`src/rtl/l2_evict_buffer_if.sv`:
```
// Bus bundle between L2, the eviction write buffer and physical memory.
// The slave modport is the buffer's view; master is the view of the
// surrounding L2 controller and memory.
interface l2_evict_buffer_if;
  // L2 push side
  logic         ld_ewb_buff;
  logic [15:0]  ewb_waddress;
  logic [255:0] ewb_wdata;
  logic         ewb_empty;
  logic         ewb_full;
  logic         ewb_ready;
  // L2 line-fill read side
  logic         l2_pmem_read;
  logic [15:0]  l2_pmem_address;
  logic [255:0] l2_pmem_rdata;
  logic         l2_pmem_resp;
  // Physical memory side
  logic [15:0]  pmem_address;
  logic [255:0] pmem_wdata;
  logic [255:0] pmem_rdata;
  logic         pmem_read;
  logic         pmem_write;
  logic         pmem_resp;

  modport slave (
    input  ld_ewb_buff, ewb_waddress, ewb_wdata,
    input  l2_pmem_read, l2_pmem_address,
    input  pmem_rdata, pmem_resp,
    output ewb_empty, ewb_full, ewb_ready,
    output l2_pmem_rdata, l2_pmem_resp,
    output pmem_address, pmem_wdata, pmem_read, pmem_write
  );

  modport master (
    output ld_ewb_buff, ewb_waddress, ewb_wdata,
    output l2_pmem_read, l2_pmem_address,
    output pmem_rdata, pmem_resp,
    input  ewb_empty, ewb_full, ewb_ready,
    input  l2_pmem_rdata, l2_pmem_resp,
    input  pmem_address, pmem_wdata, pmem_read, pmem_write
  );
endinterface

```
`src/rtl/l2_evict_buffer.sv`:
```
// L2 eviction write buffer: in-order FIFO of dirty lines that drains to
// physical memory when the port is idle, passes L2 fill reads through,
// and forwards fill reads straight from the buffer on a tag hit.
module l2_evict_buffer #(
  parameter int DEPTH = 2
) (
  input  logic               clk,
  input  logic               reset,
  l2_evict_buffer_if.slave   bus
);

  localparam int PW = $clog2(DEPTH);
  localparam int CW = PW + 1;

  typedef enum logic [1:0] {
    IDLE  = 2'd0,
    READ  = 2'd1,
    FWD   = 2'd2,
    DRAIN = 2'd3
  } state_e;

  state_e          state_q, state_d;
  logic [10:0]     tag_q  [DEPTH];
  logic [255:0]    data_q [DEPTH];
  logic [PW-1:0]   head_q, tail_q;
  logic [CW-1:0]   count_q;
  logic [255:0]    fwd_q, fwd_d;

  logic            push_s, pop_s, hit_s;
  logic [255:0]    hit_data_s;
  logic [PW-1:0]   idx_s;

  // Full is judged on the pre-pop count, so a push in the pop cycle of a
  // full buffer is dropped.
  assign push_s = bus.ld_ewb_buff & (count_q != CW'(DEPTH));
  assign pop_s  = (state_q == DRAIN) & bus.pmem_resp;

  // Tag match against valid entries, walked oldest to youngest so the
  // youngest duplicate wins.
  always_comb begin
    hit_s      = 1'b0;
    hit_data_s = 256'd0;
    idx_s      = '0;
    for (int i = 0; i < DEPTH; i++) begin
      idx_s = head_q + PW'(i);
      if ((CW'(i) < count_q) && (tag_q[idx_s] == bus.l2_pmem_address[15:5])) begin
        hit_s      = 1'b1;
        hit_data_s = data_q[idx_s];
      end else begin
        hit_s      = hit_s;
        hit_data_s = hit_data_s;
      end
    end
  end

  // Entry storage; validity is tracked by head/count so no reset needed.
  always_ff @(posedge clk) begin
    if (push_s) begin
      tag_q[tail_q]  <= bus.ewb_waddress[15:5];
      data_q[tail_q] <= bus.ewb_wdata;
    end
  end

  // FIFO pointers, occupancy, FSM state and forwarded-data latch.
  always_ff @(posedge clk) begin
    if (reset) begin
      head_q  <= '0;
      tail_q  <= '0;
      count_q <= '0;
      state_q <= IDLE;
      fwd_q   <= 256'd0;
    end else begin
      if (push_s) tail_q <= tail_q + PW'(1);
      if (pop_s)  head_q <= head_q + PW'(1);
      count_q <= count_q + CW'(push_s) - CW'(pop_s);
      state_q <= state_d;
      fwd_q   <= fwd_d;
    end
  end

  // Next-state and port outputs; a pending read always beats a drain.
  always_comb begin
    state_d           = state_q;
    fwd_d             = fwd_q;
    bus.pmem_read     = 1'b0;
    bus.pmem_write    = 1'b0;
    bus.pmem_address  = 16'd0;
    bus.pmem_wdata    = 256'd0;
    bus.l2_pmem_resp  = 1'b0;
    bus.l2_pmem_rdata = 256'd0;
    bus.ewb_ready     = (state_q != DRAIN);
    bus.ewb_empty     = (count_q == CW'(0));
    bus.ewb_full      = (count_q == CW'(DEPTH));
    case (state_q)
      IDLE: begin
        if (bus.l2_pmem_read) begin
          if (hit_s) begin
            state_d = FWD;
            fwd_d   = hit_data_s;
          end else begin
            state_d = READ;
          end
        end else if (count_q != CW'(0)) begin
          state_d = DRAIN;
        end else begin
          state_d = IDLE;
        end
      end
      READ: begin
        bus.pmem_read    = 1'b1;
        bus.pmem_address = {bus.l2_pmem_address[15:5], 5'b00000};
        if (bus.pmem_resp) begin
          bus.l2_pmem_resp  = 1'b1;
          bus.l2_pmem_rdata = bus.pmem_rdata;
          state_d           = IDLE;
        end else begin
          state_d = READ;
        end
      end
      FWD: begin
        bus.l2_pmem_resp  = 1'b1;
        bus.l2_pmem_rdata = fwd_q;
        state_d           = IDLE;
      end
      DRAIN: begin
        bus.pmem_write   = 1'b1;
        bus.pmem_address = {tag_q[head_q], 5'b00000};
        bus.pmem_wdata   = data_q[head_q];
        if (bus.pmem_resp) begin
          state_d = IDLE;
        end else begin
          state_d = DRAIN;
        end
      end
      default: begin
        state_d = IDLE;
      end
    endcase
  end

endmodule
```
`src/flat_wrapper.sv`:
```
// flat-port wrapper written by rule: the top's interface ports become plain ports
module l2_evict_buffer_flat 
#(
  parameter int DEPTH = 2
)
  (clk, reset, bus_ld_ewb_buff, bus_ewb_waddress, bus_ewb_wdata, bus_l2_pmem_read, bus_l2_pmem_address, bus_pmem_rdata, bus_pmem_resp, bus_ewb_empty, bus_ewb_full, bus_ewb_ready, bus_l2_pmem_rdata, bus_l2_pmem_resp, bus_pmem_address, bus_pmem_wdata, bus_pmem_read, bus_pmem_write);
  l2_evict_buffer_if bus_i ();
  input  logic clk;
  input  logic reset;
  input wire logic [$bits(bus_i.ld_ewb_buff)-1:0] bus_ld_ewb_buff;
  input wire logic [$bits(bus_i.ewb_waddress)-1:0] bus_ewb_waddress;
  input wire logic [$bits(bus_i.ewb_wdata)-1:0] bus_ewb_wdata;
  input wire logic [$bits(bus_i.l2_pmem_read)-1:0] bus_l2_pmem_read;
  input wire logic [$bits(bus_i.l2_pmem_address)-1:0] bus_l2_pmem_address;
  input wire logic [$bits(bus_i.pmem_rdata)-1:0] bus_pmem_rdata;
  input wire logic [$bits(bus_i.pmem_resp)-1:0] bus_pmem_resp;
  output wire logic [$bits(bus_i.ewb_empty)-1:0] bus_ewb_empty;
  output wire logic [$bits(bus_i.ewb_full)-1:0] bus_ewb_full;
  output wire logic [$bits(bus_i.ewb_ready)-1:0] bus_ewb_ready;
  output wire logic [$bits(bus_i.l2_pmem_rdata)-1:0] bus_l2_pmem_rdata;
  output wire logic [$bits(bus_i.l2_pmem_resp)-1:0] bus_l2_pmem_resp;
  output wire logic [$bits(bus_i.pmem_address)-1:0] bus_pmem_address;
  output wire logic [$bits(bus_i.pmem_wdata)-1:0] bus_pmem_wdata;
  output wire logic [$bits(bus_i.pmem_read)-1:0] bus_pmem_read;
  output wire logic [$bits(bus_i.pmem_write)-1:0] bus_pmem_write;
  assign bus_i.ld_ewb_buff = bus_ld_ewb_buff;
  assign bus_i.ewb_waddress = bus_ewb_waddress;
  assign bus_i.ewb_wdata = bus_ewb_wdata;
  assign bus_i.l2_pmem_read = bus_l2_pmem_read;
  assign bus_i.l2_pmem_address = bus_l2_pmem_address;
  assign bus_i.pmem_rdata = bus_pmem_rdata;
  assign bus_i.pmem_resp = bus_pmem_resp;
  assign bus_ewb_empty = bus_i.ewb_empty;
  assign bus_ewb_full = bus_i.ewb_full;
  assign bus_ewb_ready = bus_i.ewb_ready;
  assign bus_l2_pmem_rdata = bus_i.l2_pmem_rdata;
  assign bus_l2_pmem_resp = bus_i.l2_pmem_resp;
  assign bus_pmem_address = bus_i.pmem_address;
  assign bus_pmem_wdata = bus_i.pmem_wdata;
  assign bus_pmem_read = bus_i.pmem_read;
  assign bus_pmem_write = bus_i.pmem_write;
  l2_evict_buffer #(.DEPTH(DEPTH)) u_core (.clk(clk), .reset(reset), .bus(bus_i));
endmodule
```
`config.mk`:
```
export PLATFORM = sky130hd
export DESIGN_NAME = l2_evict_buffer_flat
export DESIGN_NICKNAME = d
export VERILOG_FILES = /design/src/rtl/l2_evict_buffer_if.sv /design/src/rtl/l2_evict_buffer.sv /design/src/flat_wrapper.sv
export SDC_FILE = /design/constraint.sdc
export NUM_CORES = 1
export LEC_CHECK = 0
export CAP_MARGIN = 40
export CORE_AREA = 2 2 427 429
export CTS_CLUSTER_DIAMETER = 100
export DETAILED_ROUTE_END_ITERATION = 8
export DIE_AREA = 0 0 429 431
export GPL_TIMING_DRIVEN = 0
export SETUP_SLACK_MARGIN = 0.5
export SLEW_MARGIN = 20
export SYNTH_ARGS = -nofsm -noshare
export SYNTH_HDL_FRONTEND = slang
export SYNTH_SLANG_ARGS = --single-unit
```
`constraint.sdc`:
```
create_clock -name clk -period 12.2 [get_ports clk]
set_input_delay 1.22 -clock clk [delete_from_list [all_inputs] [get_ports clk]]
set_output_delay 1.22 -clock clk [all_outputs]
set_load 0.02 [all_outputs]
```
---- Yosys cells after proc, flatten, opt, wreduce, memory -nomap -nowiden ----
Memory sizes are Yosys's and may differ from the RTL's. A register that Yosys moved wholly into a read port is not among the register bits.
Index checks and enable logic that the tools add are counted.
storage, ports and cells
  memory bits (writable) .................. 534
  logic and storage cells ................. 53
  input bits .............................. 549
  memories kept ........................... 2
  output and inout bits ................... 534
  flip-flop bits (word level) ............. 262
cells by class
  multiplexer cells ....................... 24
  add/sub/neg operators ................... 4
  equality and inequality tests ........... 8
  bitwise logic cells ..................... 2
  reduce and logical (&&, ||, !) cells .... 6
  $lt $le $gt $ge ......................... 2
memories
  name           words  width  read ports  clocked after memory_dff  wr ports  line                   text
  u_core.data_q  2      256    2           1                         1         l2_evict_buffer.sv:24  logic [255:0] data_q [DEPTH];
  u_core.tag_q   2      11     2           1                         1         l2_evict_buffer.sv:23  logic [10:0] tag_q [DEPTH];
operators by type and width
  operator                                             number
  2-to-1 mux 256 bit                                   4
  case mux 256 bit (2 select lines)                    1
  case mux 16 bit (2 select lines)                     1
  equality test 11 bit                                 2
  2-to-1 mux 1 bit                                     12
  2-to-1 mux 2 bit                                     4
  case mux 2 bit (4 select lines)                      1
  equality test 2 bit, second input constant           3
  zero test 2 bit                                      2
  < comparator 1 x 2 -> 1 bit, first input constant    2
  inequality test 2 bit, second input constant         2
  AND reduction 3 bit                                  1
  adder 1 bit, second input constant                   2
  adder 2 x 1 -> 2 bit                                 1
  AND 1 bit                                            2
  equality test 2 x 1 -> 1 bit, second input constant  1
  logical AND 1 bit                                    2
  case mux 1 bit (2 select lines)                      1
  nonzero test 2 bit                                   1
  subtractor 2 x 1 -> 2 bit                            1

---- Logic depth before layout (Yosys ltp) ----
Gate-level depths: netlist (run 1).
An unclocked memory read counts as a cell.
  word-level depth ........................ 8
  gate-level depth with buffers ........... 12
  gate-level depth less buffers ........... 8

---- Worst setup path before layout (run 1) ----
Ideal clock, no wire load.
  kind .................................... in2reg
  start point ............................. input port bus_ld_ewb_buff
  end point ............................... memory u_core.data_q[0][0], enable pin
  path slack .............................. -1.064 ns
  stages on the path ...................... 2
  library setup time ...................... 0.899 ns
  arrival time ............................ 12.365 ns
  data required time ...................... 11.301 ns
  buffers on the path ..................... 0
  cell sequence ........................... nand2_1 -> nor2_1
between the ends
  word-level cells in the longest chain between the ends .. 3
ends and longest elaborated chain
  item                                    line                   text
  start, declared                         flat_wrapper.sv:10     input wire logic [$bits(bus_i.ld_ewb_buff)-1:0] bus_ld_ewb_buff;
  AND 1 bit                               l2_evict_buffer.sv:35  assign push_s = bus.ld_ewb_buff & (count_q != CW'(DEPTH));
  2-to-1 mux 1 bit                        l2_evict_buffer.sv:58  if (push_s) begin
  2-to-1 mux 1 bit (implied by the code)  l2_evict_buffer.sv:60  data_q[tail_q] <= bus.ewb_wdata;
  end, declared                           l2_evict_buffer.sv:24
Every way passes these cells.

---- Worst setup path after layout (run 1) ----
  start point ............................. input port bus_pmem_resp
  end point ............................... output port bus_l2_pmem_rdata[81]
between the ends
  word-level cells in the longest chain between the ends .. 2
ends and longest elaborated chain
  item                               line                    text
  start, declared                    flat_wrapper.sv:16      input wire logic [$bits(bus_i.pmem_resp)-1:0] bus_pmem_resp;
  2-to-1 mux 256 bit                 l2_evict_buffer.sv:112  if (bus.pmem_resp) begin
  case mux 256 bit (2 select lines)  l2_evict_buffer.sv:94   case (state_q)
  end, declared                      flat_wrapper.sv:20      output wire logic [$bits(bus_i.l2_pmem_rdata)-1:0] bus_l2_pmem_rdata;
Every way passes these cells.

==> flow_summary.yaml, run 1 <==
status:
  status: "completed"
grt:
  antenna_found_initial: 67
  grt.total_usage: 0.2040
  grt_pass1_wl_um: 258300
  grt_overflow_total: 0
  grt_start_max_net_pins: 45
  grt_pass1_vias: 30010
clock_tree:
  clk_pin_slew_ns: 0.05
  post-cts-setup-buffer-count: 0
  hold_buffers: 0
  htree_levels: 3
  numCtsBuffers: 92
  cts_tree: "built"
  cts_sinks: 797
  clock_latency_ns: 0.72
  cts_resized: 0
  cts_max_path_buffers: 3
  cts_root_buf: "clkbuf_16"
power:
  p_switching_mw: 1.979
  power_density_nw_per_um2: 136.1
  p_leak_nw: 16.72
  p_int_mw: 5.319
  swShare: 0.2712
  comb_power_share: 0.168
  pwr-share-seq: 0.434
  ir_drop_v: 0.0001096
  pwr-share-clk: 0.398
drt:
  ant_nets: 0
  dr.max_layer_used: "met5"
  totalWireLength_um: 198500
  route.detailed.drc: 0
  dr.pass1.iters: 6
  initialDrtViolationCount: 2915
  routed-wl-met3_um: 16600
  vias_per_cell: 4.609
  met1_length_um: 77230
  vias: 30760
  wl_per_cell_um: 29.73
  wl_met2_um: 95030
final_layout:
  fin_cells: 6674
  layout.nets: 4761
  syn_to_final_growth_pct: 50.27
  drive_gt1_frac: 0.07283
  final_util: 0.2976
placed_design:
  post-place-ws_ns: 5.926
  place_inst: 6477
  dp_hpwl_um: 160100
  globalplace.congestion: 0.9800
  portBuffers: 1067
timing:
  slew-limit-headroom: 0.4066
  worst_slack_ns: 6.070
  period_needed_ns: 6.130
  slew_violations: 0
  grt_setup_unrepaired: "false"
  period_share: 0.5024
  finalSetupViolCount: 0
  setup-tns-final_ns: 0
  tightest_slew_ns: 0.8654
  report.final.hold_viol_count: 0
  finalClockSkew_ns: 0.04100
  max_freq_mhz: 163.1
floorplan:
  die_w_um: 429
  start_util: 0.1980
  die_y_um: 431
  die_area_um2: 184900
  io_pins: 1083
  core_region_area_um2: 180200
  rows: 156
synth:
  netlist_instances: 2985
  synth_ff_type: "edfxtp_1"
  avgSynthCellArea_um2: 11.95
  synth_edf_count: 534
  yosys_warnings: 0
  synth-seq-cells: 797
  syn_area_um2: 35680
  async_flop_share: 0
  synthDistinctLibCells: 44
  ys_seq_area_frac: 0.5970
worst_setup_path:
  critPathKind: "in2out"
  cpPeakStageDelay_ns: 0.76
  cpMaxStageDelayCell: "clkdlybuf4s50_1"
  end_kind: "primary output"
  worstPathMaxFanout: 10
  cp.required_ns: 10.98
  worstSetupStartpointType: "primary input"
  worstPathCellList: "clkdlybuf4s50_1 > and2_1 > clkbuf_1 > clkbuf_2 > buf_16 > clkbuf_1 > a22oi_1 > nor2b_1 > clkdlybuf4s50_1"
  cp_data_arrival_time_ns: 4.91
min_path:
  worstHoldPathType: "reg2reg"
flow_run:
  drv_cap: 0
## registers in the layout, indices dropped and copies added, names as in the netlist, named ones only
name and count:
u_core.state_q 2, u_core.count_q 2, u_core.data_q 512, u_core.tail_q 1, u_core.tag_q 22, u_core.fwd_q 256, u_core.head_q 1
## path summary, 6_finish.rpt
path,slack (ns),cells after the start,from,end
setup / recovery,6.07,9,bus_pmem_resp,bus_l2_pmem_rdata[81]
hold / removal,0.49,2,u_core.fwd_q[62],u_core.fwd_q[62]
setup reg to reg,7.19,12,flop,u_core.fwd_q[167]
hold reg to reg,0.49,2,u_core.fwd_q[62],u_core.fwd_q[62]
## metal layers
layer,GRT usage,up-vias
li1,-,13580
met1,0.2404,15390
met2,0.3391,1434
met3,0.06254,312
met4,0.09413,38
met5,0.0002602,-
## synthesized netlist by cell type, types with 2 or more instances
| cell | instances | area (um2) |
|---|---|---|
| a21oi_1 | 189 | 945.9 |
| a221oi_1 | 66 | 578.1 |
| a22o_1 | 11 | 96.34 |
| a22oi_1 | 256 | 1922 |
| and2_1 | 2 | 12.51 |
| buf_1 | 29 | 108.9 |
| buf_2 | 41 | 205.2 |
| buf_4 | 17 | 127.6 |
| buf_6 | 17 | 191.4 |
| buf_8 | 11 | 165.2 |
| clkbuf_1 | 157 | 589.3 |
| clkinv_1 | 2 | 7.510 |
| dfxtp_1 | 263 | 5265 |
| edfxtp_1 | 534 | 16040 |
| ha_1 | 7 | 87.58 |
| inv_1 | 10 | 37.54 |
| mux2_2 | 11 | 123.9 |
| mux2i_1 | 456 | 4564 |
| nand2_1 | 5 | 18.77 |
| nand3_1 | 3 | 15.01 |
| nor2_1 | 330 | 1239 |
| nor2b_1 | 257 | 1608 |
| nor3_1 | 69 | 345.3 |
| nor4_1 | 8 | 50.05 |
| o21ai_0 | 191 | 955.9 |
| xnor2_1 | 13 | 113.9 |
| xor2_1 | 13 | 113.9 |
## cell families after synthesis
kind of cell	synth area share
xor gates and xnor gates	0.006382
and+or+nand+nor	0.09370
buffers and inverters	0.04015
AOI/OAI and AO/OA	0.1288
DFF	0.5970
other	0.0001051
adders and majority gates	0.002455
muxes	0.1314
## area by class of cell
class | instances | area (um2)
Inverter | 12 | 45.04
Fill cell | 18570 | 126500
Clock buffer | 125 | 2579
Tap cell | 2370 | 2965
Antenna cell | 20 | 50.05
Sequential cell | 797 | 21300
Clock inverter | 48 | 584.3
Buffer | 272 | 1405
Timing Repair Buffer | 1122 | 11710
Multi-Input combinational cell | 1908 | 12980
## power by group through the flow
stage	Combinational [mW]	Clock, mW	Sequential, mW
floorplan	0.519	0	3.25
global placement	1.13	0	3.31
detailed placement	1.22	0	3.22
CTS	1.23	2.97	3.16
global route	1.29	3.06	3.18
finish	1.23	2.90	3.16
## worst max-delay path: cells and delay by family
kind | cells | cell delay, ns
AOI/OAI and AO/OA | 1 | 0.24
buffers and inverters | 6 | 2.99
and+or+nand+nor | 2 | 0.40
## through the flow
stage          hold WS, ns  area, um2  power, mW
2_1_floorplan       0.4760      35700      3.772
3_3_place_gp        0.4885      49340      4.446
3_5_place_dp        0.4914      50360      4.441
4_1_cts             0.4993      53520      7.359
5_1_grt             0.5176      53610      7.529
6_report            0.4949      53620      7.298
## layout by cell type, fill, tap and decap left out, drive strengths merged, types with 2 or more instances in the layout
cell           count
clkdlybuf4s50   1067
a221oi            67
mux2              11
clkinvlp           2
ha                 7
mux2i            456
bufinv            10
xor2              13
a21oi            189
inv               15
nand3              3
dfxtp            263
clkbuf           283
a22oi            256
clkinv            33
and2               2
nor4               8
xnor2             13
or4                2
edfxtp           534
nor2b            257
o21ai            192
a22o              11
diode             20
nor2             330
buf              169
nor3              69
conb               5
nand2              5
Note: power is estimated with default switching activity, not from simulation.
==> run 2: changes to the inputs <==
==> constraint.sdc (replaced) <==
create_clock -name clk -period 5.1 [get_ports clk]
set_input_delay 0.51 -clock clk [delete_from_list [all_inputs] [get_ports clk]]
set_output_delay 0.51 -clock clk [all_outputs]
set_load 0.02 [all_outputs]
==> run 2 against run 1 <==
Against the previous run: sequential share of layout area shrank 0.20 points; worst hold slack lost 0.13 ns; highest routed layer unchanged; sequential power grew 140%; count of clock-buffer cells in the layout shrank 5; sequential cell count is the same; global-route usage grew 0.43 points; critical path type is now reg2out; final cell count grew 0.21%; via count grew 0.99%; non-clock buffer count grew 2; cell area grew 0.51%; clock power grew 140%.
==> flow_summary.yaml, run 2 (synthesis results as in run 1) <==
clock_tree:
  hold_buffers: 0
  cts_max_path_buffers: 3
  clock_latency_ns: 0.73
  numCtsBuffers: 95
  cts_tree: "built"
  cts_sinks: 797
  htree_levels: 3
  cts_root_buf: "clkbuf_16"
  clk_pin_slew_ns: 0.06
  post-cts-setup-buffer-count: 0
timing:
  period_share: 0.9086
  finalSetupViolCount: 0
  slew-limit-headroom: 0.3835
  worst_slack_ns: 0.4659
  slew_violations: 0
  grt_setup_unrepaired: "true"
  max_freq_mhz: 215.8
  period_needed_ns: 4.634
  tightest_slew_ns: 0.9248
  report.final.hold_viol_count: 0
  setup-tns-final_ns: 0
  finalClockSkew_ns: 0.05286
power:
  comb_power_share: 0.169
  p_int_mw: 12.76
  p_leak_nw: 16.92
  ir_drop_v: 0.0002480
  totalPowerFinal_mw: 17.64
  swShare: 0.2770
  p_switching_mw: 4.887
  pwr-share-clk: 0.402
  pwr-share-seq: 0.429
  power_density_nw_per_um2: 327.4
worst_setup_path:
  cp.required_ns: 4.59
  critPathKind: "reg2out"
  cpPeakStageDelay_ns: 0.74
  worstSetupStartpointType: "flop"
  critPathMostFrequentCell: "clkbuf_2"
  end_kind: "primary output"
  cp_data_arrival_time_ns: 4.12
  cpMaxStageDelayCell: "clkdlybuf4s50_1"
  worstPathCellList: "clkbuf_2 > clkbuf_2 > clkbuf_4 > buf_1 > buf_6 > mux2i_1 > nor2_1 > clkdlybuf4s50_1"
  worstPathMaxFanout: 10
floorplan:
  die_w_um: 429
  rows: 156
  start_util: 0.1980
  die_area_um2: 184900
  io_pins: 1083
  core_region_area_um2: 180200
  die_y_um: 431
drt:
  ant_nets: 0
  vias: 31060
  dr.pass1.iters: 6
  vias_per_cell: 4.645
  totalWireLength_um: 202100
  route.detailed.drc: 0
  wl_per_cell_um: 30.22
  initialDrtViolationCount: 3028
final_layout:
  regArea_um2: 21300
  largest_reg_flops: 512
  drive_gt1_frac: 0.08601
  reg_top3: "u_core.data_q: 512 flops, u_core.fwd_q: 256 flops, u_core.tag_q: 22 flops"
  syn_to_final_growth_pct: 51.03
  multiInputGateArea_um2: 13050
  final_common_cell: "clkdlybuf4s50_1"
  final_area_um2: 53890
  layout.nets: 4766
  fill_cells: 18470
  final_util: 0.2991
  layout_common_cells: "clkdlybuf4s50_1, edfxtp_1, mux2i_1, nor2_1, dfxtp_1"
  regMostFlops: "u_core.data_q"
placed_design:
  dp_hpwl_um: 164100
  globalplace.congestion: 0.9486
  place_area_um2: 50440
  portBuffers: 1067
  post-place-ws_ns: 0.1993
grt:
  grt.total_usage: 0.2083
  grt_start_max_net_pins: 47
  grt_pass1_wl_um: 263400
  grt_pass1_vias: 30340
  grt_overflow_total: 0
  antenna_found_initial: 87
status:
  status: "completed"
flow_run:
  drv_cap: 0
min_path:
  worstHoldPathType: "in2reg"
-- run 2: stage by stage --
step,hold slack (ns),instances
floorplan,0.4760,2989
global placement,0.4843,6426
detailed placement,0.4892,6479
CTS,0.2972,6656
global route,0.3209,6678
finish,0.3610,6688
-- run 2: layout make-up --
class,instances,share of cell area
multi-input combinational,1908,0.2422
tap,2370,0.05503
timing repair buffer,1124,0.2181
antenna,28,0.001300
clock inverter,57,0.01214
sequential,797,0.3953
inverter,12,0.0008359
clock buffer,120,0.04813
buffer,272,0.02696
-- run 2: power by group through the flow --
stage               Combinational (mW)  Clock (mW)  Sequential (mW)
finish                            2.98        7.09             7.57
global route                      3.12        7.45             7.61
CTS                               2.98        7.21             7.57
detailed placement                2.96           0             7.70
global placement                  2.76           0             7.81
floorplan                         1.25           0             7.72
-- run 2: path summary, 6_finish.rpt --
check,slack [ns],startpoint,to,depth (start not counted)
hold / removal,0.36,bus_ewb_wdata[115],u_core.data_q[0][115],1
hold reg to reg,0.50,u_core.fwd_q[87],u_core.fwd_q[87],2
setup / recovery,0.47,flop,bus_pmem_wdata[172],8
setup reg to reg,0.91,flop,u_core.fwd_q[148],12
-- run 2: timing repair --
action / 4_1_cts / 5_1_grt
setup endpoints to repair: 358 / 17
pin swaps: 0 / 0
resized for setup: 41 / 12
-- run 2: worst max-delay path: cells and delay by family, from the launching register on --
kind / cells / cell delay (ns)
buffers and inverters: 6 / 2.52
DFF: 1 / 0.31
muxes: 1 / 0.09
and+or+nand+nor: 1 / 0.48
-- run 2: layer usage --
metal  vias to the layer above  routed length [um]  track usage
met4                        40                8401      0.08903
met3                       325               18260      0.06088
met5                         -                 265            0
met2                      1500               94540       0.3380
met1                     15600               80650       0.2567
li1                      13590                   -            -
==> run 3: changes to the inputs <==
--- a/config.mk
+++ b/config.mk
@@ -11,6 +11,7 @@
 export DETAILED_ROUTE_END_ITERATION = 8
 export DIE_AREA = 0 0 429 431
 export GPL_TIMING_DRIVEN = 0
+export MAX_ROUTING_LAYER = met4
 export SETUP_SLACK_MARGIN = 0.5
 export SLEW_MARGIN = 20
 export SYNTH_ARGS = -nofsm -noshare
==> run 3 against run 2 <==
Against the previous run: register-to-register slack better by 0.11 ns; worst hold slack gained 0.0066 ns; count of clock-buffer cells in the layout rose by 16; critical endpoint is now bus_pmem_wdata[148].
==> flow_summary.yaml, run 3 (synthesis results as in run 1) <==
clock_tree:
  post-cts-setup-buffer-count: 0
  cts_sinks: 797
  clock_latency_ns: 0.73
  clk_pin_slew_ns: 0.06
  cts_max_path_buffers: 3
  cts_resized: 49
  numCtsBuffers: 95
  cts_tree: "built"
  cts_root_buf: "clkbuf_16"
  hold_buffers: 0
  htree_levels: 3
final_layout:
  regMostFlops: "u_core.data_q"
  fill_cells: 18540
  syn_to_final_growth_pct: 50.96
  largest_reg_flops: 512
  layout.nets: 4765
  layout_common_cells: "clkdlybuf4s50_1, edfxtp_1, mux2i_1, nor2_1, dfxtp_1"
  final_util: 0.2990
  final_area_um2: 53860
  drive_gt1_frac: 0.08413
  reg_top3: "u_core.data_q: 512 flops, u_core.fwd_q: 256 flops, u_core.tag_q: 22 flops"
  final_common_cell: "clkdlybuf4s50_1"
flow_run:
  drv_cap: 0
floorplan:
  die_y_um: 431
  rows: 156
  die_area_um2: 184900
  io_pins: 1083
  core_region_area_um2: 180200
  die_w_um: 429
  start_util: 0.1980
grt:
  grt_pass1_wl_um: 265200
  grt_overflow_total: 0
  antenna_found_initial: 87
  grt.total_usage: 0.2165
  grt_start_max_net_pins: 46
  grt_pass1_vias: 30170
drt:
  initialDrtViolationCount: 3237
  route.detailed.drc: 0
  vias: 30980
  vias_per_cell: 4.620
  totalWireLength_um: 203200
  wl_per_cell_um: 30.30
  dr.pass1.iters: 6
  ant_nets: 0
worst_setup_path:
  crit_family: "buffers and inverters"
  worstSetupStartpointType: "flop"
  cpMaxStageDelayCell: "mux2i_1"
  cp.required_ns: 4.59
  rr_worst_depth: 12
  critPathMostFrequentCell: "clkbuf_4"
  critPathKind: "reg2out"
  worstPathMaxFanout: 10
  r2r_end: "u_core.fwd_q[148]"
  end_kind: "primary output"
  worstPathCellList: "clkbuf_2 > clkbuf_4 > clkbuf_4 > buf_1 > buf_6 > mux2i_1 > nor2_1 > clkdlybuf4s50_1"
  r2r_slack_ns: 1.02
  cp_data_arrival_time_ns: 4.01
  r2r-start: "u_core.head_q"
  cp_num_buf_inv: 6
  cpPeakStageDelay_ns: 0.80
  cp_num_cells: 8
  cp-endpoint: "bus_pmem_wdata[148]"
timing:
  max_freq_mhz: 221.5
  finalClockSkew_ns: 0.01868
  period_needed_ns: 4.516
  tightest_slew_ns: 0.9408
  report.final.hold_viol_count: 0
  slew_violations: 0
  grt_setup_unrepaired: "true"
  period_share: 0.8854
  timing.hold.ws_ns: 0.3677
  slew-limit-headroom: 0.3549
  setup-tns-final_ns: 0
  finalSetupViolCount: 0
status:
  status: "completed"
power:
  totalPowerFinal_mw: 17.55
  p_leak_nw: 16.91
  ir_drop_v: 0.0002540
  power_density_nw_per_um2: 325.9
placed_design:
  portBuffers: 1067
  globalplace.congestion: 0.9731
  place_area_um2: 50420
  dp_hpwl_um: 165000
min_path:
  worstHoldPathType: "in2reg"
==> run 3: cell types whose count changed in the layout (fill, tap and decap cells not counted), moves of 3 or more <==
cell and change:
dlygate4sd2_1 +6, buf_12 +3, clkinv_2 -6, diode_2 +17, clkbuf_8 +8, bufinv_16 -4
clkbuf_1 +5, buf_16 -3, clkdlybuf4s50_1 -5
==> run 3: report_power, final <==
group	total [mW]	leakage [nW]	switching [mW]	internal, mW
combinational	2.97	8.22	1.72	1.25
sequential	7.57	7.11	0.181	7.39
clock	7.00	1.57	2.95	4.06
==> run 3: final cells by class <==
cell class	instances	area [um2]	area share
flip-flops and latches	797	21300	0.3955
multi-input cells	1908	13050	0.2423
repair buffers	1123	11710	0.2174
well taps	2370	2965	0.05505
clock buffers	136	2766	0.05136
plain buffers	272	1469	0.02727
clock inverters	43	445.4	0.008270
diodes	45	112.6	0.002091
inverters	12	45.04	0.0008363
==> run 3: layer usage <==
metal | vias to the layer above | routed length, um | share of wire | track usage
met1 | 15680 | 83030 | 0.41 | 0.2631
li1 | 13630 | - | - | -
met2 | 1407 | 97610 | 0.48 | 0.3490
met5 | - | 0 | 0 | -
met4 | 0 | 6360 | 0.031 | 0.07531
met3 | 267 | 16180 | 0.080 | 0.05368
==> run 3: worst min path at each step <==
stage | end | slack [ns] | start | cells past startpoint
floorplan | u_core.fwd_q[185] | 0.48 | u_core.fwd_q[185] | 2
global placement | u_core.fwd_q[76] | 0.49 | u_core.fwd_q[76] | 2
detailed placement | u_core.fwd_q[76] | 0.49 | u_core.fwd_q[76] | 2
CTS | u_core.data_q[1][211] | 0.27 | bus_ewb_wdata[211] | 1
global route | u_core.data_q[0][207] | 0.31 | bus_ewb_wdata[207] | 1
finish | u_core.data_q[1][88] | 0.37 | bus_ewb_wdata[88] | 1
==> run 3: per-stage QoR <==
stage	cells	setup slack [ns]
floorplan	2989	0.1843
global placement	6426	-3.810
detailed placement	6479	0.2322
CTS	6658	0.2477
global route	6697	0.4606
finish	6706	0.5843
